--- src/rtl/fpu_addsub_arbiter_if.sv ---
// Requester-side and adder-side signals of the shared add/subtract arbiter.
// The arbiter connects as slave; the requesters and the adder connect as master.
interface fpu_addsub_arbiter_if #(
    parameter int NREQ = 4
);
    logic [NREQ-1:0]      req_valid;
    logic [NREQ-1:0]      req_op;
    logic [32*NREQ-1:0]   req_din1;
    logic [32*NREQ-1:0]   req_din2;
    logic [NREQ-1:0]      req_accept;
    logic [NREQ-1:0]      rsp_valid;
    logic [31:0]          rsp_result;
    logic                 rsp_error;
    logic                 busy;
    logic                 fpu_valid;
    logic [31:0]          fpu_din1;
    logic [31:0]          fpu_din2;
    logic                 fpu_ready;
    logic [31:0]          fpu_result;

    modport master (
        output req_valid, req_op, req_din1, req_din2, fpu_ready, fpu_result,
        input  req_accept, rsp_valid, rsp_result, rsp_error, busy,
               fpu_valid, fpu_din1, fpu_din2
    );

    modport slave (
        input  req_valid, req_op, req_din1, req_din2, fpu_ready, fpu_result,
        output req_accept, rsp_valid, rsp_result, rsp_error, busy,
               fpu_valid, fpu_din1, fpu_din2
    );
endinterface

--- src/rtl/fpu_addsub_arbiter.sv ---
// Round-robin arbiter sharing one fpu_add between NREQ requesters, with
// subtract done by flipping the sign of operand 2 and a watchdog on fpu_ready.
module fpu_addsub_arbiter #(
    parameter int NREQ    = 4,
    parameter int TIMEOUT = 64
) (
    input  logic                 clk,
    input  logic                 reset,
    fpu_addsub_arbiter_if.slave  bus
);
    localparam int GW = $clog2(NREQ);
    localparam int CW = $clog2(TIMEOUT);
    localparam logic [31:0] QNAN = 32'h7FC0_0000;
    localparam logic [NREQ-1:0] ONE = {{(NREQ-1){1'b0}}, 1'b1};

    typedef enum logic [1:0] {
        S_IDLE,
        S_ISSUE,
        S_WAIT,
        S_RESP
    } state_t;

    state_t          state;
    logic [GW-1:0]   rr_ptr;
    logic [GW-1:0]   grant;
    logic [CW-1:0]   count;
    logic [31:0]     din1_q;
    logic [31:0]     din2_q;
    logic [31:0]     result_q;
    logic            error_q;
    logic [NREQ-1:0] rsp_valid_q;
    logic            fpu_valid_q;
    logic            busy_q;

    logic            found;
    logic [GW-1:0]   gnt_idx;
    logic [31:0]     sel_din1;
    logic [31:0]     sel_din2;
    logic            sel_op;

    // NOTE: every variable gets a default at the top of the block so no path
    // leaves it unassigned, which would otherwise infer a latch.
    always_comb begin
        int j;
        found   = 1'b0;
        gnt_idx = '0;
        j       = 0;
        for (int k = 0; k < NREQ; k++) begin
            j = int'(rr_ptr) + k;
            if (j >= NREQ) j = j - NREQ;
            if (!found && bus.req_valid[j]) begin
                found   = 1'b1;
                gnt_idx = GW'(j);
            end
        end
    end

    assign sel_din1 = bus.req_din1[32*gnt_idx +: 32];
    assign sel_din2 = bus.req_din2[32*gnt_idx +: 32];
    assign sel_op   = bus.req_op[gnt_idx];

    // Accept is combinational so operands are captured in the very cycle it pulses.
    assign bus.req_accept = (!reset && state == S_IDLE && found) ? (ONE << gnt_idx) : '0;

    // NOTE: sequential state uses non-blocking assignments so every register
    // samples pre-edge values regardless of statement order.
    always_ff @(posedge clk or posedge reset) begin
        if (reset) begin
            state       <= S_IDLE;
            rr_ptr      <= '0;
            grant       <= '0;
            count       <= '0;
            din1_q      <= '0;
            din2_q      <= '0;
            result_q    <= '0;
            error_q     <= 1'b0;
            rsp_valid_q <= '0;
            fpu_valid_q <= 1'b0;
            busy_q      <= 1'b0;
        end else begin
            fpu_valid_q <= 1'b0;
            rsp_valid_q <= '0;
            error_q     <= 1'b0;
            case (state)
                S_IDLE: begin
                    if (found) begin
                        grant       <= gnt_idx;
                        din1_q      <= sel_din1;
                        din2_q      <= {sel_din2[31] ^ sel_op, sel_din2[30:0]};
                        fpu_valid_q <= 1'b1;
                        busy_q      <= 1'b1;
                        state       <= S_ISSUE;
                    end
                end
                S_ISSUE: begin
                    count <= '0;
                    state <= S_WAIT;
                end
                S_WAIT: begin
                    // A ready on the last watchdog cycle still counts as a normal answer.
                    if (bus.fpu_ready) begin
                        result_q    <= bus.fpu_result;
                        rsp_valid_q <= ONE << grant;
                        state       <= S_RESP;
                    end else if (count == CW'(TIMEOUT - 1)) begin
                        result_q    <= QNAN;
                        error_q     <= 1'b1;
                        rsp_valid_q <= ONE << grant;
                        state       <= S_RESP;
                    end else begin
                        count <= count + 1'b1;
                    end
                end
                S_RESP: begin
                    rr_ptr <= (int'(grant) == NREQ - 1) ? '0 : grant + GW'(1);
                    busy_q <= 1'b0;
                    state  <= S_IDLE;
                end
                default: state <= S_IDLE;
            endcase
        end
    end

    assign bus.rsp_valid  = rsp_valid_q;
    assign bus.rsp_result = result_q;
    assign bus.rsp_error  = error_q;
    assign bus.busy       = busy_q;
    assign bus.fpu_valid  = fpu_valid_q;
    assign bus.fpu_din1   = din1_q;
    assign bus.fpu_din2   = din2_q;
endmodule
--- src/flat_wrapper.sv ---
// flat-port wrapper written by rule: the top's interface ports become plain ports
module fpu_addsub_arbiter_flat 
#(
    parameter int NREQ    = 4,
    parameter int TIMEOUT = 64
)
  (clk, reset, bus_req_valid, bus_req_op, bus_req_din1, bus_req_din2, bus_fpu_ready, bus_fpu_result, bus_req_accept, bus_rsp_valid, bus_rsp_result, bus_rsp_error, bus_busy, bus_fpu_valid, bus_fpu_din1, bus_fpu_din2);
  fpu_addsub_arbiter_if #(.NREQ(NREQ)) bus_i ();
  input  logic clk;
  input  logic reset;
  input wire logic [$bits(bus_i.req_valid)-1:0] bus_req_valid;
  input wire logic [$bits(bus_i.req_op)-1:0] bus_req_op;
  input wire logic [$bits(bus_i.req_din1)-1:0] bus_req_din1;
  input wire logic [$bits(bus_i.req_din2)-1:0] bus_req_din2;
  input wire logic [$bits(bus_i.fpu_ready)-1:0] bus_fpu_ready;
  input wire logic [$bits(bus_i.fpu_result)-1:0] bus_fpu_result;
  output wire logic [$bits(bus_i.req_accept)-1:0] bus_req_accept;
  output wire logic [$bits(bus_i.rsp_valid)-1:0] bus_rsp_valid;
  output wire logic [$bits(bus_i.rsp_result)-1:0] bus_rsp_result;
  output wire logic [$bits(bus_i.rsp_error)-1:0] bus_rsp_error;
  output wire logic [$bits(bus_i.busy)-1:0] bus_busy;
  output wire logic [$bits(bus_i.fpu_valid)-1:0] bus_fpu_valid;
  output wire logic [$bits(bus_i.fpu_din1)-1:0] bus_fpu_din1;
  output wire logic [$bits(bus_i.fpu_din2)-1:0] bus_fpu_din2;
  assign bus_i.req_valid = bus_req_valid;
  assign bus_i.req_op = bus_req_op;
  assign bus_i.req_din1 = bus_req_din1;
  assign bus_i.req_din2 = bus_req_din2;
  assign bus_i.fpu_ready = bus_fpu_ready;
  assign bus_i.fpu_result = bus_fpu_result;
  assign bus_req_accept = bus_i.req_accept;
  assign bus_rsp_valid = bus_i.rsp_valid;
  assign bus_rsp_result = bus_i.rsp_result;
  assign bus_rsp_error = bus_i.rsp_error;
  assign bus_busy = bus_i.busy;
  assign bus_fpu_valid = bus_i.fpu_valid;
  assign bus_fpu_din1 = bus_i.fpu_din1;
  assign bus_fpu_din2 = bus_i.fpu_din2;
  fpu_addsub_arbiter #(.NREQ(NREQ), .TIMEOUT(TIMEOUT)) u_core (.clk(clk), .reset(reset), .bus(bus_i));
endmodule
--- config.mk ---
export PLATFORM = sky130hd
export DESIGN_NAME = fpu_addsub_arbiter_flat
export DESIGN_NICKNAME = d
export VERILOG_FILES = /design/src/rtl/fpu_addsub_arbiter_if.sv /design/src/rtl/fpu_addsub_arbiter.sv /design/src/flat_wrapper.sv
export SDC_FILE = /design/constraint.sdc
export NUM_CORES = 1
export LEC_CHECK = 0
export BUFFER_PORTS_ARGS = -buffer_cell sky130_fd_sc_hd__buf_2
export CORE_ASPECT_RATIO = 0.8
export CORE_MARGIN = 10
export CORE_UTILIZATION = 28
export CTS_CLUSTER_DIAMETER = 30
export DETAILED_ROUTE_END_ITERATION = 8
export SLEW_MARGIN = 20
export SYNTH_ARGS = -nofsm -noshare
export SYNTH_HDL_FRONTEND = slang
export SYNTH_SLANG_ARGS = --single-unit
--- constraint.sdc ---
create_clock -name clk -period 17.5 [get_ports clk]
set_input_delay 5.25 -clock clk [delete_from_list [all_inputs] [get_ports clk]]
set_output_delay 5.25 -clock clk [all_outputs]
set_load 0.05 [all_outputs]
==> run_results.csv <==
group,metric,value,unit
outcome,status,"complete, no violations",
final_layout,fin_area,0.00859,sq mm
worst_setup_path,required,12.25,ns
detailed_routing,wl_per_cell,19.9,um
clocking,htree_levels,4,
floorplanning,coreArea,0.0206,sq mm
sta,rsz0062_at_grt,"false",
final_layout,layout.nets,1247,
sta,worstMarginPinSlew,0.895,ns
worst_setup_path,cp-start-kind,"primary input",
sta,skew,0.0109,ns
sta,finalSetupViolations,0,
placement,hpwl,18700,um
worst_setup_path,arrival,7.32,ns
synthesis,seq_area_frac_synth,49.0,%
power,power_density,206,mW/mm^2
floorplanning,num_rows,47,
clocking,clockBufferDepth,2,
synthesis,syn_area_per_cell,10.6,sq um
detailed_routing,avgViaCountPerCell,5.05,
detailed_routing,postRouteAntennaNets,0,
synthesis,ys_types,46,
clocking,post_cts_buffers,0,
worst_setup_path,path_cells,"buf_2 > or3_1 > o21ai_4 > buf_4 > inv_1 > and3_1 > buf_2",
sta,period_needed,12.57,ns
detailed_routing,drt_iter0_drc,612,
clocking,clkSinkCount,115,
grt,grt_max_degree,69,
synthesis,syn_nets,866,
clocking,clk_pin_slew,0.05,ns
worst_hold_path,whs_path_depth,1,
power,max-vdd-ir-drop,0.109,mV
detailed_routing,drt-pass1-iter-count,6,
worst_setup_path,crit_type,"primary input to primary output",
sta,max_slew_margin,40.3,%
worst_setup_path,worst-path-max-fanout,64,
sta,post-route-period-util,71.8,%
clocking,cts.root.buffer_cell,"clkbuf_16",
detailed_routing,routed_wl,24400,um
floorplanning,start_util,28.5,%
floorplanning,design.portCount,406,
synthesis,yosys_warnings,0,
run,cap_violations,0,
synthesis,ys_seq_elements,115,
final_layout,syn_to_final_growth,46.2,%
worst_setup_path,rr_worst_depth,7,
clocking,cts-resized-gates,0,
placement,port_buffers,405,
worst_setup_path,cp_common_cell,"buf_2",
grt,grt_antenna_before_repair,4,
grt,grt_use_total,16.5,%
clocking,numCtsBuffers,17,
grt,grt_pass1_vias,6177,
worst_setup_path,critPathSlowestCell,"buf_4",
sta,hold_viol_final,0,
placement,gp_congestion,0.816,
detailed_routing,vias,6172,
worst_setup_path,critical-path-max-stage-delay,0.51,ns
sta,finalMaxSlewViolations,0,
clocking,cts_hold_buf,0,
grt,grt_pass1_wl,35700,um
grt,gr-total-overflow,0,
floorplanning,die_x,182,um
synthesis,synth_area,0.00588,sq mm
synthesis,syn_inst,557,
final_layout,nFillCells,2082,
final_layout,drive_gt1_share,48.5,%
sta,fin_setup_tns,0,ns
clocking,cts_tree,"built",
floorplanning,dieArea,0.0272,sq mm
worst_setup_path,worstSetupEndpointType,"primary output",
power,leakagePower,4.74,nW
clocking,worst_skew_pair.late_latency,0.41,ns
detailed_routing,drc_errors,0,
floorplanning,dieHeight,150,um
worst_hold_path,hold_path.class,"register to register",
sta,fmax,79.6,MHz
placement,dpl_cell_area,0.00799,sq mm
-- metal layers --
metal  wire, um  global-route usage (%)  vias to the layer above
met3       2680                    6.85                       23
met1       9600                    19.6                     2906
met5         18                       0                        -
met2      11700                    27.0                      328
met4        359                    4.71                        2
li1           -                       -                     2913
-- kinds of logic after synthesis --
| group | count (synthesis) | synth area share [%] |
|---|---|---|
| AO/OA/AOI/OAI | 251 | 33.0 |
| multiplexers | 2 | 0.383 |
| AND/OR/NAND/NOR | 114 | 8.45 |
| adder cells (fa/ha/maj) | 10 | 2.13 |
| buffers and inverters | 60 | 6.37 |
| XOR/XNOR | 5 | 0.745 |
| flip-flops | 115 | 49.0 |
-- where the power goes --
part	internal [mW]	switching, mW	total (mW)
sequential	0.386	0.0687	0.454
combinational	0.277	0.690	0.967
clock	0.219	0.131	0.350
total	0.882	0.890	1.77
-- cell usage in the layout, fill, tap and decap left out, types with 7 or more instances in the layout --
cell type and n:
a22o_1 25, buf_4 8, nor2_1 12, o22a_1 9, a21o_1 63, nand2_1 76
a21oi_1 65, o21ai_0 7, dfrtp_1 115, buf_2 405, clkbuf_16 17, ha_1 10
a222oi_1 63
-- critical path, delay by kind of cell --
kind / cells / cell delay, ns
AOI/OAI and AO/OA: 1 / 0.14
buffers and inverters: 4 / 1.20
and+or+nand+nor: 2 / 0.72
-- cells in the mapped netlist, drive strengths merged --
library cell  number  area share, %
xor2               3           0.45
clkbuf            12           0.77
o2111a             1           0.19
o211ai             1           0.13
xnor2              2           0.30
or3                1           0.11
a21oi             67            5.8
mux2               2           0.38
a22o              25            3.7
ha                10            2.1
nor3b              1           0.13
o31ai              1           0.13
o21ai             10           0.92
buf               39            5.0
o22ai              1           0.11
o22a               9            1.3
a21boi             1           0.13
nor2              12           0.77
nor3               3           0.26
inv                9           0.57
o221a              1           0.19
a221o              1           0.17
nand2b             2           0.21
and3               7           0.75
o32ai              1           0.28
a21o              63            8.0
and2               5           0.53
nand3              3           0.26
a222oi            63             11
dfrtp            115             49
nand2             76            4.9
nand4b             1           0.15
nor2b              3           0.45
a221oi             1           0.26
o21ba              1           0.17
o32a               1           0.17
o21bai             2           0.32
o21a               1           0.13
-- flip-flops by register name (all words and copies together), names as in the netlist --
register,count
u_core.bus.busy,1
u_core.bus.fpu_din1,32
u_core.bus.fpu_din2,32
u_core.bus.fpu_valid,1
u_core.bus.rsp_error,1
u_core.bus.rsp_result,32
u_core.bus.rsp_valid,4
u_core.count,6
u_core.grant,2
u_core.rr_ptr,2
u_core.state,2
-- final cells by class --
| type | instances | area, sq um | share of cell area, % |
|---|---|---|---|
| diodes | 1 | 2.50 | 0.0291 |
| clock buffers | 19 | 453 | 5.27 |
| clock inverters | 13 | 149 | 1.73 |
| inverters | 9 | 36.3 | 0.422 |
| multi-input cells | 382 | 2650 | 30.8 |
| flip-flops and latches | 115 | 2880 | 33.5 |
| well taps | 269 | 337 | 3.92 |
| repair buffers | 413 | 2090 | 24.3 |
-- through the flow --
| step | total power, mW | hold slack [ns] | cells | worst slack, ns | util [%] |
|---|---|---|---|---|---|
| after floorplan | 1.20 | 0.505 | 557 | 3.82 | - |
| after global placement | 1.43 | 0.453 | 1188 | 4.92 | 38.7 |
| after detailed placement | 1.44 | 0.460 | 1188 | 4.93 | 38.7 |
| after CTS | 1.80 | 0.472 | 1220 | 4.91 | 41.6 |
| after global routing | 1.88 | 0.485 | 1221 | 4.79 | 41.6 |
| final | 1.77 | 0.465 | 1221 | 4.93 | 41.6 |
-- worst paths after layout --
kind	startpoint	end	slack (ns)
worst max register to register	u_core.rr_ptr[1]	u_core.bus.fpu_din2[31]	15.04
max in group asynchronous	reset	u_core.bus.fpu_din1[9]	11.25
worst min-delay path	u_core.bus.fpu_din2[16]	u_core.bus.fpu_din2[16]	0.47
worst max-delay path	bus_req_valid[2]	bus_req_accept[1]	4.93
worst min register to register	u_core.bus.fpu_din2[16]	u_core.bus.fpu_din2[16]	0.47
min in group asynchronous	reset	u_core.bus.rsp_result[20]	4.93
No activity file was read; power rests on OpenSTA's default activity.
